--- config.mk ---
export PLATFORM = sky130hd
export DESIGN_NAME = integer_division_sequencer
export DESIGN_NICKNAME = d
export VERILOG_FILES = /design/src/rtl/hwag_math_pkg.sv /design/src/rtl/div_step.sv /design/src/rtl/integer_division_sequencer.sv
export SDC_FILE = /design/constraint.sdc
export NUM_CORES = 1
export LEC_CHECK = 0
export CORE_AREA = 2 2 97 99
export CTS_CLUSTER_SIZE = 20
export DETAILED_ROUTE_END_ITERATION = 10
export DIE_AREA = 0 0 99 101
export GPL_TIMING_DRIVEN = 0
export PLACE_DENSITY = 0.83
export SLEW_MARGIN = 20
export SYNTH_ARGS = -nofsm -noshare
export SYNTH_HDL_FRONTEND = slang
export SYNTH_SLANG_ARGS = --single-unit
--- constraint.sdc ---
create_clock -name clk -period 3.9 [get_ports clk]
set_input_delay 0.78 -clock clk [delete_from_list [all_inputs] [get_ports clk]]
set_output_delay 0.78 -clock clk [all_outputs]
set_load 0.01 [all_outputs]
--- src/rtl/hwag_math_pkg.sv ---
// Shared types and helpers for the HWAG math library blocks.
package hwag_math_pkg;

  // Divider sequencer states.
  typedef enum logic [1:0] {
    StIdle = 2'd0,
    StRun  = 2'd1,
    StDone = 2'd2
  } div_state_e;

  // Width of a counter that must hold the values 0..width.
  function automatic int unsigned div_cnt_width(input int unsigned width);
    return $clog2(width + 1);
  endfunction

endpackage

--- src/rtl/div_step.sv ---
// One combinational restoring shift-subtract division step.
module div_step #(
  parameter int unsigned Width = 16
) (
  input  logic [Width-1:0] rem_in,
  input  logic             bit_in,
  input  logic [Width-1:0] divisor,
  output logic [Width-1:0] rem_out,
  output logic             q_bit
);

  logic [Width-1:0] minuend;
  logic [Width:0]   diff;

  // Shift the next dividend bit in, trial-subtract, restore on borrow.
  always_comb begin
    minuend = {rem_in[Width-2:0], bit_in};
    diff    = {1'b0, minuend} - {1'b0, divisor};
    q_bit   = ~diff[Width];
    rem_out = q_bit ? diff[Width-1:0] : minuend;
  end

endmodule

--- src/rtl/integer_division_sequencer.sv ---
// Multi-cycle unsigned restoring divider with start/busy/done handshake.
// Optional zero-divisor shortcut and flag: define HWAG_DIV_ZERO_CHECK_EN.
module integer_division_sequencer
  import hwag_math_pkg::*;
#(
  parameter int unsigned WIDTH = 16
) (
  input  logic             clk,
  input  logic             rst,
  input  logic             start,
  input  logic [WIDTH-1:0] dividend,
  input  logic [WIDTH-1:0] divisor,
  output logic             busy,
  output logic             done,
  output logic [WIDTH-1:0] quotient,
  output logic [WIDTH-1:0] remainder,
  output logic             div_zero
);

  localparam int unsigned CntW = div_cnt_width(WIDTH);

  div_state_e       state_q, state_d;
  logic [WIDTH-1:0] dvd_q, dvd_d;   // dividend shift register, MSB consumed first
  logic [WIDTH-1:0] dsr_q, dsr_d;
  logic [WIDTH-1:0] rem_q, rem_d;   // partial remainder
  logic [WIDTH-1:0] quo_q, quo_d;   // quotient shift register
  logic [CntW-1:0]  cnt_q, cnt_d;
  logic [WIDTH-1:0] quotient_q, quotient_d;
  logic [WIDTH-1:0] remainder_q, remainder_d;

  logic [WIDTH-1:0] step_rem;
  logic             step_q;

  div_step #(
    .Width (WIDTH)
  ) u_div_step (
    .rem_in  (rem_q),
    .bit_in  (dvd_q[WIDTH-1]),
    .divisor (dsr_q),
    .rem_out (step_rem),
    .q_bit   (step_q)
  );

`ifdef HWAG_DIV_ZERO_CHECK_EN
  logic div_zero_q, div_zero_d;
`endif

  // Next-state and datapath update for the accept/step/done sequence.
  always_comb begin
    state_d     = state_q;
    dvd_d       = dvd_q;
    dsr_d       = dsr_q;
    rem_d       = rem_q;
    quo_d       = quo_q;
    cnt_d       = cnt_q;
    quotient_d  = quotient_q;
    remainder_d = remainder_q;
`ifdef HWAG_DIV_ZERO_CHECK_EN
    div_zero_d  = div_zero_q;
`endif
    case (state_q)
      StIdle, StDone: begin
        state_d = StIdle;
        if (start) begin
          dvd_d   = dividend;
          dsr_d   = divisor;
          rem_d   = '0;
          quo_d   = '0;
          cnt_d   = CntW'(WIDTH);
          state_d = StRun;
`ifdef HWAG_DIV_ZERO_CHECK_EN
          // Zero divisor: skip the steps and report the restoring result directly.
          if (divisor == '0) begin
            state_d     = StDone;
            quotient_d  = '1;
            remainder_d = dividend;
            div_zero_d  = 1'b1;
          end
`endif
        end
      end
      StRun: begin
        rem_d = step_rem;
        quo_d = {quo_q[WIDTH-2:0], step_q};
        dvd_d = {dvd_q[WIDTH-2:0], 1'b0};
        cnt_d = cnt_q - CntW'(1);
        if (cnt_q == CntW'(1)) begin
          quotient_d  = {quo_q[WIDTH-2:0], step_q};
          remainder_d = step_rem;
`ifdef HWAG_DIV_ZERO_CHECK_EN
          div_zero_d  = 1'b0;
`endif
          state_d     = StDone;
        end
      end
      default: state_d = StIdle;
    endcase
  end

  // State and datapath registers; reset aborts any division in flight.
  always_ff @(posedge clk or negedge rst) begin
    if (!rst) begin
      state_q     <= StIdle;
      dvd_q       <= '0;
      dsr_q       <= '0;
      rem_q       <= '0;
      quo_q       <= '0;
      cnt_q       <= '0;
      quotient_q  <= '0;
      remainder_q <= '0;
    end else begin
      state_q     <= state_d;
      dvd_q       <= dvd_d;
      dsr_q       <= dsr_d;
      rem_q       <= rem_d;
      quo_q       <= quo_d;
      cnt_q       <= cnt_d;
      quotient_q  <= quotient_d;
      remainder_q <= remainder_d;
    end
  end

`ifdef HWAG_DIV_ZERO_CHECK_EN
  // Zero-divisor flag, refreshed with every result.
  always_ff @(posedge clk or negedge rst) begin
    if (!rst) begin
      div_zero_q <= 1'b0;
    end else begin
      div_zero_q <= div_zero_d;
    end
  end
  assign div_zero = div_zero_q;
`else
  assign div_zero = 1'b0;
`endif

  assign busy      = (state_q == StRun);
  assign done      = (state_q == StDone);
  assign quotient  = quotient_q;
  assign remainder = remainder_q;

endmodule

; Word level (Yosys, flattened, before mapping)
; Index checks and enable logic that the tools add are counted.
[classes]
add_sub_neg = 2
eq_ne = 5
n_mux = 11
bitwise_logic = 1
reduce_logical = 6
[op_table]
columns = operator, n
row1 = one-hot mux 15 bit (2 select lines), 2
row2 = two-way mux 16 bit, 2
row3 = one-hot mux 16 bit (2 select lines), 1
row4 = subtractor 16 x 16 -> 17 bit, 1
row5 = two-way mux 15 bit, 1
row6 = one-hot mux 5 bit (2 select lines), 1
row7 = AND reduction 2 bit, 3
row8 = "== test 5 x 1 -> 1 bit, second input constant", 1
row9 = two-way mux 5 bit, 1
row10 = "subtractor 5 x 1 -> 5 bit, second input constant", 1
row11 = one-hot mux 2 bit (2 select lines), 1
row12 = "== test 2 x 1 -> 1 bit, second input constant", 1
row13 = "== test 2 bit, second input constant", 1
row14 = logical NOT 2 bit, 1
row15 = two-way mux 2 bit, 1
row16 = "!= test 2 x 1 -> 1 bit, second input constant", 1
row17 = "!= test 2 bit, second input constant", 1
row18 = nonzero test 2 bit, 1
row19 = OR reduction 2 bit, 1
row20 = two-way mux 1 bit, 1
row21 = NOT 1 bit, 1
[word_totals]
reg_bits = 101
wordCells = 33

; Depth between registers and ports, before layout
; Gate-level depths: netlist of the first run.
[depth]
word_depth = 4
depth_mapped = 10

; Cells and area by module
; From an unflattened synthesis of the first run, not the netlist that was laid out.
[unflattened]
cells_unflattened = 447
hier_area_um2 = 5104.9
[modules_own_cells]
columns = module, n_inst, cells_each, area_each_um2, seq_area_each_um2
row1 = integer_division_sequencer, 1, 308, 4025.1, 2552.4
row2 = div_step, 1, 139, 1079.8, 0.0

; Worst setup path before layout of the first run
; Ideal clock, no wire load.
[synth_timing]
path_type = reg2reg
startpoint = register dsr_q[0]
endpoint = register remainder_q[12], in the netlist remainder[12]
setup_time_ns = 0.125
arrival_ns = 2.122
required_time_ns = 3.775
slack_ns = 1.653
path_stages_with_launch = 9
n_path_buf = 0
period_less_slack_ns = 2.247
cell_sequence = dfrtp_1 -> ha_1 -> fa_1 -> nand2b_1 -> a21oi_1 -> o21ai_2 -> a21boi_4 -> o32ai_1 -> mux2_2
[synth_between]
elab_chain_len = 2
[synth_rtl]
columns = item, line_no
row1 = start: declaration, integer_division_sequencer.sv:24  ; logic [WIDTH-1:0] dsr_q, dsr_d;
row2 = start signal: assignment, integer_division_sequencer.sv:114  ; dsr_q <= dsr_d;
row3 = subtractor 16 x 16 -> 17 bit, div_step.sv:18  ; diff = {1'b0, minuend} - {1'b0, divisor};
row4 = two-way mux 16 bit, div_step.sv:20  ; rem_out = q_bit ? diff[Width-1:0] : minuend;
row5 = end signal: assignment, integer_division_sequencer.sv:119  ; remainder_q <= remainder_d;
row6 = end: declaration, integer_division_sequencer.sv:29  ; logic [WIDTH-1:0] remainder_q, remainder_d;
; Every way passes these cells.
; A chain may end at the register's enable or synchronous reset.

; Final worst setup path of the first run
[layout_timing]
startpoint = register state_q[1]
endpoint = output port busy
[layout_between]
elab_chain_len = 1
[layout_rtl]
columns = item, line_no
row1 = start: declaration, integer_division_sequencer.sv:22  ; div_state_e state_q, state_d;
row2 = start signal: assignment, integer_division_sequencer.sv:103  ; state_q <= StIdle;
row3 = start signal: assignment, integer_division_sequencer.sv:112  ; state_q <= state_d;
row4 = == test 2 x 1 -> 1 bit, integer_division_sequencer.sv:137  ; assign busy = (state_q == StRun);
row5 = end: declaration, integer_division_sequencer.sv:13  ; output logic busy,
; Every way passes these cells.

==> impl_metrics.yaml, run 1 <==
global_route:
  grt_max_degree: 69
  antenna_found_initial: 0
  grt_pass1_wl_um: 21600
  overflow: 0
  grt_usage_pct: 27.4
  grt_pass1_vias: 4324
logic_synthesis:
  synth_compound_area_share_pct: 21.3
  synth_top_family_by_area: "compound AO/OA/AOI/OAI gates"
  synth-edff-count: 0
  synthTopCellsByArea: "dfrtp_1, nand2_1, ha_1"
  synth_xor_area_share_pct: 1.54
  ys.flop_type: "dfrtp_1"
  synth.distinct_cells: 62
  synthArstFlopShare_pct: 100
  synthAdderAreaFrac_pct: 4.80
  ys_seq_elements: 101
  ys_warn_count: 0
  ys_seq_area_share_pct: 49.5
  yosys.area.top_type: "dfrtp_1"
  synthMuxAreaShare_pct: 0.416
  syn_area_mm2: 0.00511
  netlist_instances: 545
  synthSimpleGateAreaFrac_pct: 17.6
  syn_nets: 599
  yosys.area.top_type_share_pct: 49.5
  synth_area_per_cell_um2: 9.37
clocking:
  cts_resized: 0
  hold_buffers: 0
  ctsLongestPathBuffers: 2
  post-cts-setup-buffers: 0
  cts_tree: "done"
  clkSinkCount: 101
  htree_levels: 3
  clk_pin_slew_ns: 0.11
  numCtsBuffers: 9
  insertion_delay_ns: 0.38
  cts_root_buf: "clkbuf_8"
worst_hold_path:
  hp-class: "in -> async"
sta:
  fin_crit_ns: 2.93
  worstMarginPinSlew_ns: 0.942
  clock-skew-final_ns: 0.0102
  drv_slew: 0
  hold_viol: 0
  grt_setup_unrepaired: "no"
  relSlewSlack_pct: 36.7
  period_share_pct: 75.2
  fmax_mhz: 341
  finalSetupViolCount: 0
  setup_tns_ns: 0
placed_design:
  place_inst: 725
  port_buffers: 68
  hpwl_um: 9550
  gp_congestion: 0.890
setup_path:
  crit_path_start_kind: "flop"
  arrival_ns: 2.15
  setup.worst_path.class: "reg -> out"
  worstSetupEndpointType: "output port"
  cp.required_ns: 3.12
  r2r_setup_slack_ns: 1.16
  critPathMaxFanout: 10
final_layout:
  final_cell_mix: "nand2_1, dfrtp_1, clkdlybuf4s50_1, o21ai_0, clkbuf_1"
  drive_gt1_share_pct: 5.71
  fin_nets: 679
  layout_commonest_cell: "nand2_1"
  syn2layout_area_growth_pct: 20.7
  instances_no_fill: 741
  fill_cells: 734
  antenna_cells: 0
  final_core_util_pct: 68.7
floorplanning:
  io_pins: 70
  die_area_mm2: 0.0100
  rows: 35
  dieWidth_um: 99
  initial_utilization_pct: 56.9
  core_mm2: 0.00898
  chipHeight_um: 101
drt:
  drt-total-wl_um: 13100
  drtIter0Drc: 403
  final_antenna_net_count: 0
  vias_per_cell: 6.05
  drt-pass1-iter-count: 6
  routedWlPerCell_um: 17.7
  drc: 0
  vias: 4483
pwr:
  p_per_area_mw_per_mm2: 1010
  leakage_nw: 2.76
  peakVddDrop_uv: 471
job:
  cap_violations: 0
status:
  outcome: "completed"
==> cell type report <==
type                            instances  area, µm²  area share, %
Buffer                                 33        154           2.50
Clock buffer                           10        128           2.07
Clock inverter                          6       82.6           1.34
Inverter                               23       86.3           1.40
Multi-Input combinational cell        388       2340           37.9
Sequential cell                       101       2530           41.0
Tap cell                              111        139           2.25
Timing Repair Buffer                   69        709           11.5
==> routing by layer <==
layer / up-vias / track usage, % / part of all wire [%]
met5: - / 0 / 0
met4: 0 / 8.64 / 2.5
met3: 34 / 4.72 / 6.5
met2: 194 / 45.0 / 48
met1: 2152 / 37.5 / 43
li1: 2103 / - / -
==> worst paths after layout <==
| check | start | to | cells past startpoint |
|---|---|---|---|
| max in group asynchronous | rst | remainder[4] | 2 |
| hold reg to reg | quotient[8] | quotient[8] | 2 |
| min in group clk | quotient[8] | quotient[8] | 2 |
| setup / recovery | state_q[1] | busy | 4 |
| setup reg to reg | dsr_q[0] | rem_q[1] | 8 |
| hold / removal | rst | dsr_q[15] | 1 |
==> sequential cells by signal (all words and copies together) (netlist names) <==
register / cells
dvd_q: 16
remainder: 16
cnt_q: 5
quo_q: 15
rem_q: 15
state_q: 2
dsr_q: 16
quotient: 16
==> Yosys cell counts, types with 10 or more instances <==
library cell,instances
nand2_1,134
dfrtp_1,101
o21ai_0,35
clkbuf_1,24
a21oi_1,23
inv_1,21
ha_1,18
a22o_1,16
a22oi_1,14
nor2_1,11
nand3_1,10
nand4_1,10
o211ai_1,10
==> where the power goes <==
part | total, mW | leakage, nW | internal (mW) | switching [mW]
sequential | 1.86 | 1.28 | 1.53 | 0.333
combinational | 3.62 | 1.38 | 1.49 | 2.13
clock | 0.713 | 0.102 | 0.311 | 0.402
total | 6.20 | 2.76 | 3.33 | 2.87
==> critical path, stage by stage, from the launching register on <==
cell,delay (ns)
dfrtp_1,0.39
nand2b_1,0.16
inv_2,0.12
clkbuf_1,0.46
clkdlybuf4s50_1,0.64
==> stage by stage <==
stage | hold WS, ns | power (mW) | area, µm² | worst slack [ns]
3_5_place_dp | 0.463 | 5.42 | 5960 | 0.999
5_1_grt | 0.288 | 6.69 | 6170 | 0.894
4_1_cts | 0.277 | 6.15 | 6170 | 1.02
3_3_place_gp | 0.460 | 5.31 | 5930 | -1.56
6_report | 0.267 | 6.20 | 6170 | 0.968
2_1_floorplan | 0.440 | 4.31 | 5110 | 1.65
==> kinds of logic after synthesis <==
| kind of cell | count (synthesis) |
|---|---|
| adder cells (fa/ha/maj) | 19 |
| XOR/XNOR | 9 |
| other | 1 |
| multiplexers | 2 |
| AND/OR/NAND/NOR | 203 |
| flip-flops | 101 |
| buffers and inverters | 56 |
| AO/OA/AOI/OAI | 154 |
Power figures use the tool's default switching activity.
==> inputs of run 2 (changes only) <==
- CORE_AREA: 2 2 97 99 -> 2 2 100 102
- DIE_AREA: 0 0 99 101 -> 0 0 102 104
- PLACE_DENSITY: 0.83 -> 0.78
- clock period: 3.9 -> 2.88 ns (I/O delays scaled with it)
==> run 2 against run 1 <==
  * First-iteration DRC count shrank 40%
  * Worst hold slack got worse by 0.19 ns
  * Largest cell class unchanged
  * Combinational power is 38% higher
  * Design area rose by 0.63%
  * Register-to-register slack worse by 0.94 ns
  * Flip-flop and latch count is the same
  * Utilization decreased by 3.7 points
  * Clock power is 23% higher
  * Clock-buffer cell count decreased by 1
  * Critical path type unchanged
  * Final cell count grew 3.2%
  * Routed wire length up 1.9%
==> impl_metrics.yaml, run 2 (synthesis gave the netlist of run 1 again) <==
global_route:
  gr-usage-met3_pct: 5.04
  grt_usage_pct: 26.5
  grt_pass1_wl_um: 21900
  grtUsageMet2_pct: 42.8
  grt_util_met1_pct: 36.3
  grt_max_degree: 69
  grt_busiest_layer: "met2"
  grt_pass1_vias: 4394
  antenna_found_initial: 0
  overflow: 0
setup_path:
  path_buf_inv: 3
  worstSetupEndpointType: "output port"
  crit_path_start_kind: "flop"
  r2r_setup_slack_ns: 0.22
  critPathSlowestCell: "clkdlybuf4s50_1"
  cp_top_family: "buffers and inverters"
  critPathMaxFanout: 10
  crit_chain: "nand2b_1, inv_2, clkbuf_1, clkdlybuf4s50_1"
  slowest_delay_ns: 0.64
  arrival_ns: 2.12
  rr_worst_depth: 8
  rr_startpoint: "dsr_q[0]"
  reg2reg_to: "remainder[12]"
  cp.required_ns: 2.30
  setup.worst_path.class: "reg -> out"
final_layout:
  instances_no_fill: 765
  syn2layout_area_growth_pct: 21.5
  drive_gt1_share_pct: 6.33
  layout_commonest_cell: "nand2_1"
  antenna_cells: 0
  final_cell_mix: "nand2_1, dfrtp_1, clkdlybuf4s50_1, o21ai_0, clkbuf_1"
  fin_nets: 681
clocking:
  clkSinkCount: 101
  cts_root_buf: "clkbuf_8"
  insertion_delay_ns: 0.37
  htree_levels: 3
  cts_tree: "done"
  numCtsBuffers: 9
  clk_pin_slew_ns: 0.10
  ctsLongestPathBuffers: 2
  hold_buffers: 0
sta:
  finalSetupViolCount: 0
  period_share_pct: 93.6
  fin_crit_ns: 2.69
  relSlewSlack_pct: 52.4
  drv_slew: 0
  hold_viol: 0
  clock-skew-final_ns: 0.0120
  grt_setup_unrepaired: "no"
  whs_ns: 0.0761
  worstMarginPinSlew_ns: 0.711
  setup_tns_ns: 0
  fmax_mhz: 371
drt:
  routedWlPerCell_um: 17.5
  vias: 4520
  drt-pass1-iter-count: 5
  vias_per_cell: 5.91
  drc: 0
  drtIter0Drc: 242
  final_antenna_net_count: 0
  drt-total-wl_um: 13400
pwr:
  peakVddDrop_uv: 511
  p_per_area_mw_per_mm2: 1350
  leakage_nw: 2.77
  power.total_mw: 8.40
floorplanning:
  dieWidth_um: 102
  core_mm2: 0.00955
  die_area_mm2: 0.0106
  io_pins: 70
  rows: 36
  chipHeight_um: 104
  initial_utilization_pct: 53.5
status:
  outcome: "completed"
placed_design:
  gp_congestion: 0.883
  place_inst: 747
  hpwl_um: 9940
  port_buffers: 68
job:
  cap_violations: 0
worst_hold_path:
  hp-class: "in -> async"
## run 2: worst max-delay path by stage
stage / from / endpoint / slack [ns] / cells past startpoint
global route: state_q[1] / busy / 0.06 / 4
detailed placement: dsr_q[0] / remainder[12] / 0.16 / 8
global placement: rst / quo_q[7] / -2.51 / 1
CTS: dsr_q[0] / remainder[12] / 0.12 / 8
finish: state_q[1] / busy / 0.19 / 4
floorplan: dsr_q[0] / remainder[12] / 0.63 / 8
## run 2: repair_timing
action	CTS	global route
endpoints found under the setup margin	0	10
gates resized for setup	0	1
setup buffers	0	2
endpoints found under the hold margin	0	0
## run 2: power by group
group / switching (mW) / internal, mW / total, mW / leakage (nW)
registers: 0.455 / 2.07 / 2.53 / 1.28
clock network: 0.546 / 0.334 / 0.880 / 0.0949
logic: 2.94 / 2.05 / 4.99 / 1.40
## run 2: final cells by class
class,instances,area [µm²]
flip-flops and latches,101,2530
well taps,133,166
clock inverters,7,66.3
multi-input cells,388,2340
inverters,23,86.3
clock buffers,9,124
repair buffers,71,737
fillers,838,3340
plain buffers,33,154
## run 2: per-layer routing
metal,routed length [µm],up-vias
met5,0,-
met4,333,0
met3,918,28
met2,6410,194
met1,5730,2196
li1,-,2102
## run 2: stage by stage
stage	util, %	worst slack [ns]	area (µm²)
finish	65.0	0.185	6200
global route	65.0	0.0583	6200
CTS	64.6	0.118	6170
detailed placement	62.7	0.165	5980
global placement	62.4	-2.51	5950
floorplan	-	0.633	5110
==> inputs of run 3 (changes only) <==
- CTS_CLUSTER_DIAMETER: unset -> 200
==> results of run 3 <==
No change in the layout: final DEF, timing and power equal those of run 2.
==> RTL change 1, RTL diff (config.mk and constraints of run 2) <==
The 3 states of `div_state_e` get a one-hot encoding in 3 bits.
--- a/src/rtl/hwag_math_pkg.sv
+++ b/src/rtl/hwag_math_pkg.sv
@@ -2,10 +2,10 @@
 package hwag_math_pkg;
 
   // Divider sequencer states.
-  typedef enum logic [1:0] {
-    StIdle = 2'd0,
-    StRun  = 2'd1,
-    StDone = 2'd2
+  typedef enum logic [2:0] {
+    StIdle = 3'b001,
+    StRun  = 3'b010,
+    StDone = 3'b100
   } div_state_e;
 
   // Width of a counter that must hold the values 0..width.
Behaviour: no difference found for any inputs over 10 cycles, from zero or initial values and one cycle with rst low; not proved beyond that.
==> RTL change 1 against run 2 <==
  * Count of clock-buffer cells in the layout unchanged
  * Die area stayed put
  * Worst setup slack got worse by 0.13 ns
  * Wire length shrank 9.9%
  * Sequential share of layout area rose by 1.2 points
  * Design area shrank 2.0%
  * Sequential cell count is 1 higher
  * Area after synthesis is 3.4% lower
  * First-iteration DRC count shrank 30%
  * Cell count down 0.52%
Power is not compared: it rests on default switching activity, and its combinational part moved more than twofold at a synthesized area within 25%.
==> RTL change 1: results <==
set metrics [dict create \
    grt_start_max_net_pins 78 \
    wl_per_cell_um 15.9 \
    yosys-top-cells-area "dfrtp_1 51%, nand2_1 10%, o21ai_1 5.2%" \
    buffer_area_share_pct 13.8 \
    nets 678 \
    yosys-top-cells-count "131 x nand2_1, 101 x dfrtp_1, 51 x o21ai_1, 44 x nor2_1, 23 x inv_1" \
    status "completed" \
    slowest_delay_ns 0.47 \
    avgViaCountPerCell 5.38 \
    timing.rr.end "rem_q[9]" \
    worstSetupPathType "reg2reg" \
    route.met3.wl_um 472 \
    crit_arrival_ns 3.06 \
    synth_cell_types 58 \
    clock_cell_area_share_pct 2.92 \
    cts_resized 3 \
    wl_met2_mm 5.94 \
    worstSetupEndpoint "rem_q[9]" \
    synth_xor_area_share_pct 2.48 \
    crit_family "compound AO/OA/AOI/OAI gates" \
    clock_skew_ns 0.0136 \
    crit_slowest_cell "a311oi_4" \
    grt_pass1_wl_mm 19.9 \
    seq-cell-share_pct 42.0 \
    nMultiInputCombCells 388 \
    nFlopsAndLatches 102 \
    clock_path_buffers 2 \
    r2r_start "dsr_q[5]" \
    hpwlAfterDp_mm 8.77 \
    portBuffers 68 \
    grt_pass1_vias 4042 \
    inverters 26 \
    met1Wirelength_mm 5.47 \
    drtIter0Drc 170 \
    synthMuxAreaShare_pct 2.74 \
    r2r_cells 10 \
    synthesis.nets 596 \
    pwr-share-comb_pct 40.1 \
    slew-limit-headroom_pct 55.9 \
    synth_compound_area_share_pct 16.0 \
    non_clock_buffer_count 97 \
    reg2reg_slack_ns 0.06 \
    synthAdderAreaFrac_pct 4.97 \
    cts_setup_buffers 1 \
    met2_usage_pct 37.7 \
]
[RTL change 1: cell count changes in the layout (fill, tap and decap cells not counted), sizes merged, moves of 6 or more]
cell     before  now
a22o         16    0
o2111ai       6    0
a22oi        14    0
o22ai         0   16
clkbuf       34   28
and2          8    2
o21ai        39   75
mux2i         1   12
nor2         11   45
a21oi        24   13
nand4        10    0
o211ai       10    3
[RTL change 1: stage by stage]
step | setup slack (ns) | cells | cell area (um^2) | hold WS (ns) | setup TNS [ns]
2_1_floorplan | 0.351 | 542 | 4930 | 0.280 | 0
3_3_place_gp | -2.49 | 743 | 5780 | 0.459 | -252.41
3_5_place_dp | -0.0604 | 744 | 5810 | 0.456 | -0.225
4_1_cts | 0.0350 | 759 | 6010 | 0.0502 | 0
5_1_grt | -0.0373 | 761 | 6080 | 0.0673 | -0.247
6_report | 0.0566 | 761 | 6080 | 0.0544 | 0
==> RTL change 2, RTL diff (flow settings as in run 2) <==
Without the edit above. The parameter `WIDTH` goes from 16 to 14.
--- a/src/rtl/integer_division_sequencer.sv
+++ b/src/rtl/integer_division_sequencer.sv
@@ -3,7 +3,7 @@
 module integer_division_sequencer
   import hwag_math_pkg::*;
 #(
-  parameter int unsigned WIDTH = 16
+  parameter int unsigned WIDTH = 14
 ) (
   input  logic             clk,
   input  logic             rst,
Interface: changed (resized dividend, divisor, quotient and remainder); port bits go from 70 to 62. The function was not compared with the original's and may differ.
==> RTL change 2 against run 2 <==
  * Area after synthesis down 17%
  * First-iteration DRC count down 26%
  * Design area down 15%
  * Power down 16%
  * Sequential cell count down 13
  * Hold slack better by 0.12 ns
  * Combinational power down 18%
  * Worst setup slack worse by 0.095 ns
  * Register-to-register slack worse by 0.13 ns
  * Die area unchanged
  * Wire length down 28%
  * Sequential share of layout area up 0.93 points
  * Clock skew about the same
  * Critical path type is now reg2reg
  * Largest power group unchanged
  * Highest routed layer unchanged
==> RTL change 2: results <==
set metrics [dict create \
    n_fill_cell 873 \
    crit_family "compound AO/OA/AOI/OAI gates" \
    met1Wirelength_mm 4.39 \
    crit_slowest_cell "a221o_2" \
    nets 557 \
    ys_seq_area_share_pct 51.9 \
    clock_skew_ns 0.0124 \
    syn_inst 435 \
    wl_per_cell_um 15.0 \
    clkbuf_count 10 \
    slowest_delay_ns 0.42 \
    whs_ns 0.191 \
    synthAdderAreaFrac_pct 5.19 \
    crit_arrival_ns 3.02 \
    inverters 21 \
    synth_cell_types 55 \
    area_growth_pct 24.7 \
    gp_congestion 0.802 \
    r2r_cells 11 \
    status "completed" \
    seq_area_um2 2200 \
    buffer_area_share_pct 15.1 \
    portBuffers 60 \
    grt_use_total_pct 18.9 \
    peakVddDrop_mv 0.532 \
    tightest_slew_ns 0.647 \
]
==> RTL change 2: cell types whose count changed in the layout (fill, tap and decap cells not counted), moves of 6 or more <==
cell | run 2 | this run
nand4_1 | 10 | 3
nand2_1 | 134 | 111
clkdlybuf4s50_1 | 67 | 59
a21oi_1 | 23 | 10
o211ai_1 | 10 | 2
dfrtp_1 | 101 | 88
clkbuf_1 | 24 | 17
nand3_1 | 10 | 4
and2_1 | 8 | 0
==> RTL change 2: power breakdown <==
part / total [mW] / switching, mW / internal (mW)
logic: 4.11 / 2.22 / 1.88
registers: 2.14 / 0.360 / 1.78
clock network: 0.789 / 0.465 / 0.324
==> RTL change 2: repair_timing <==
item | in CTS | in global routing
gates resized for setup | 2 | 16
pin swaps | 0 | 2
endpoints found under the setup margin | 4 | 19
setup buffers | 0 | 2
cloned | 0 | 1
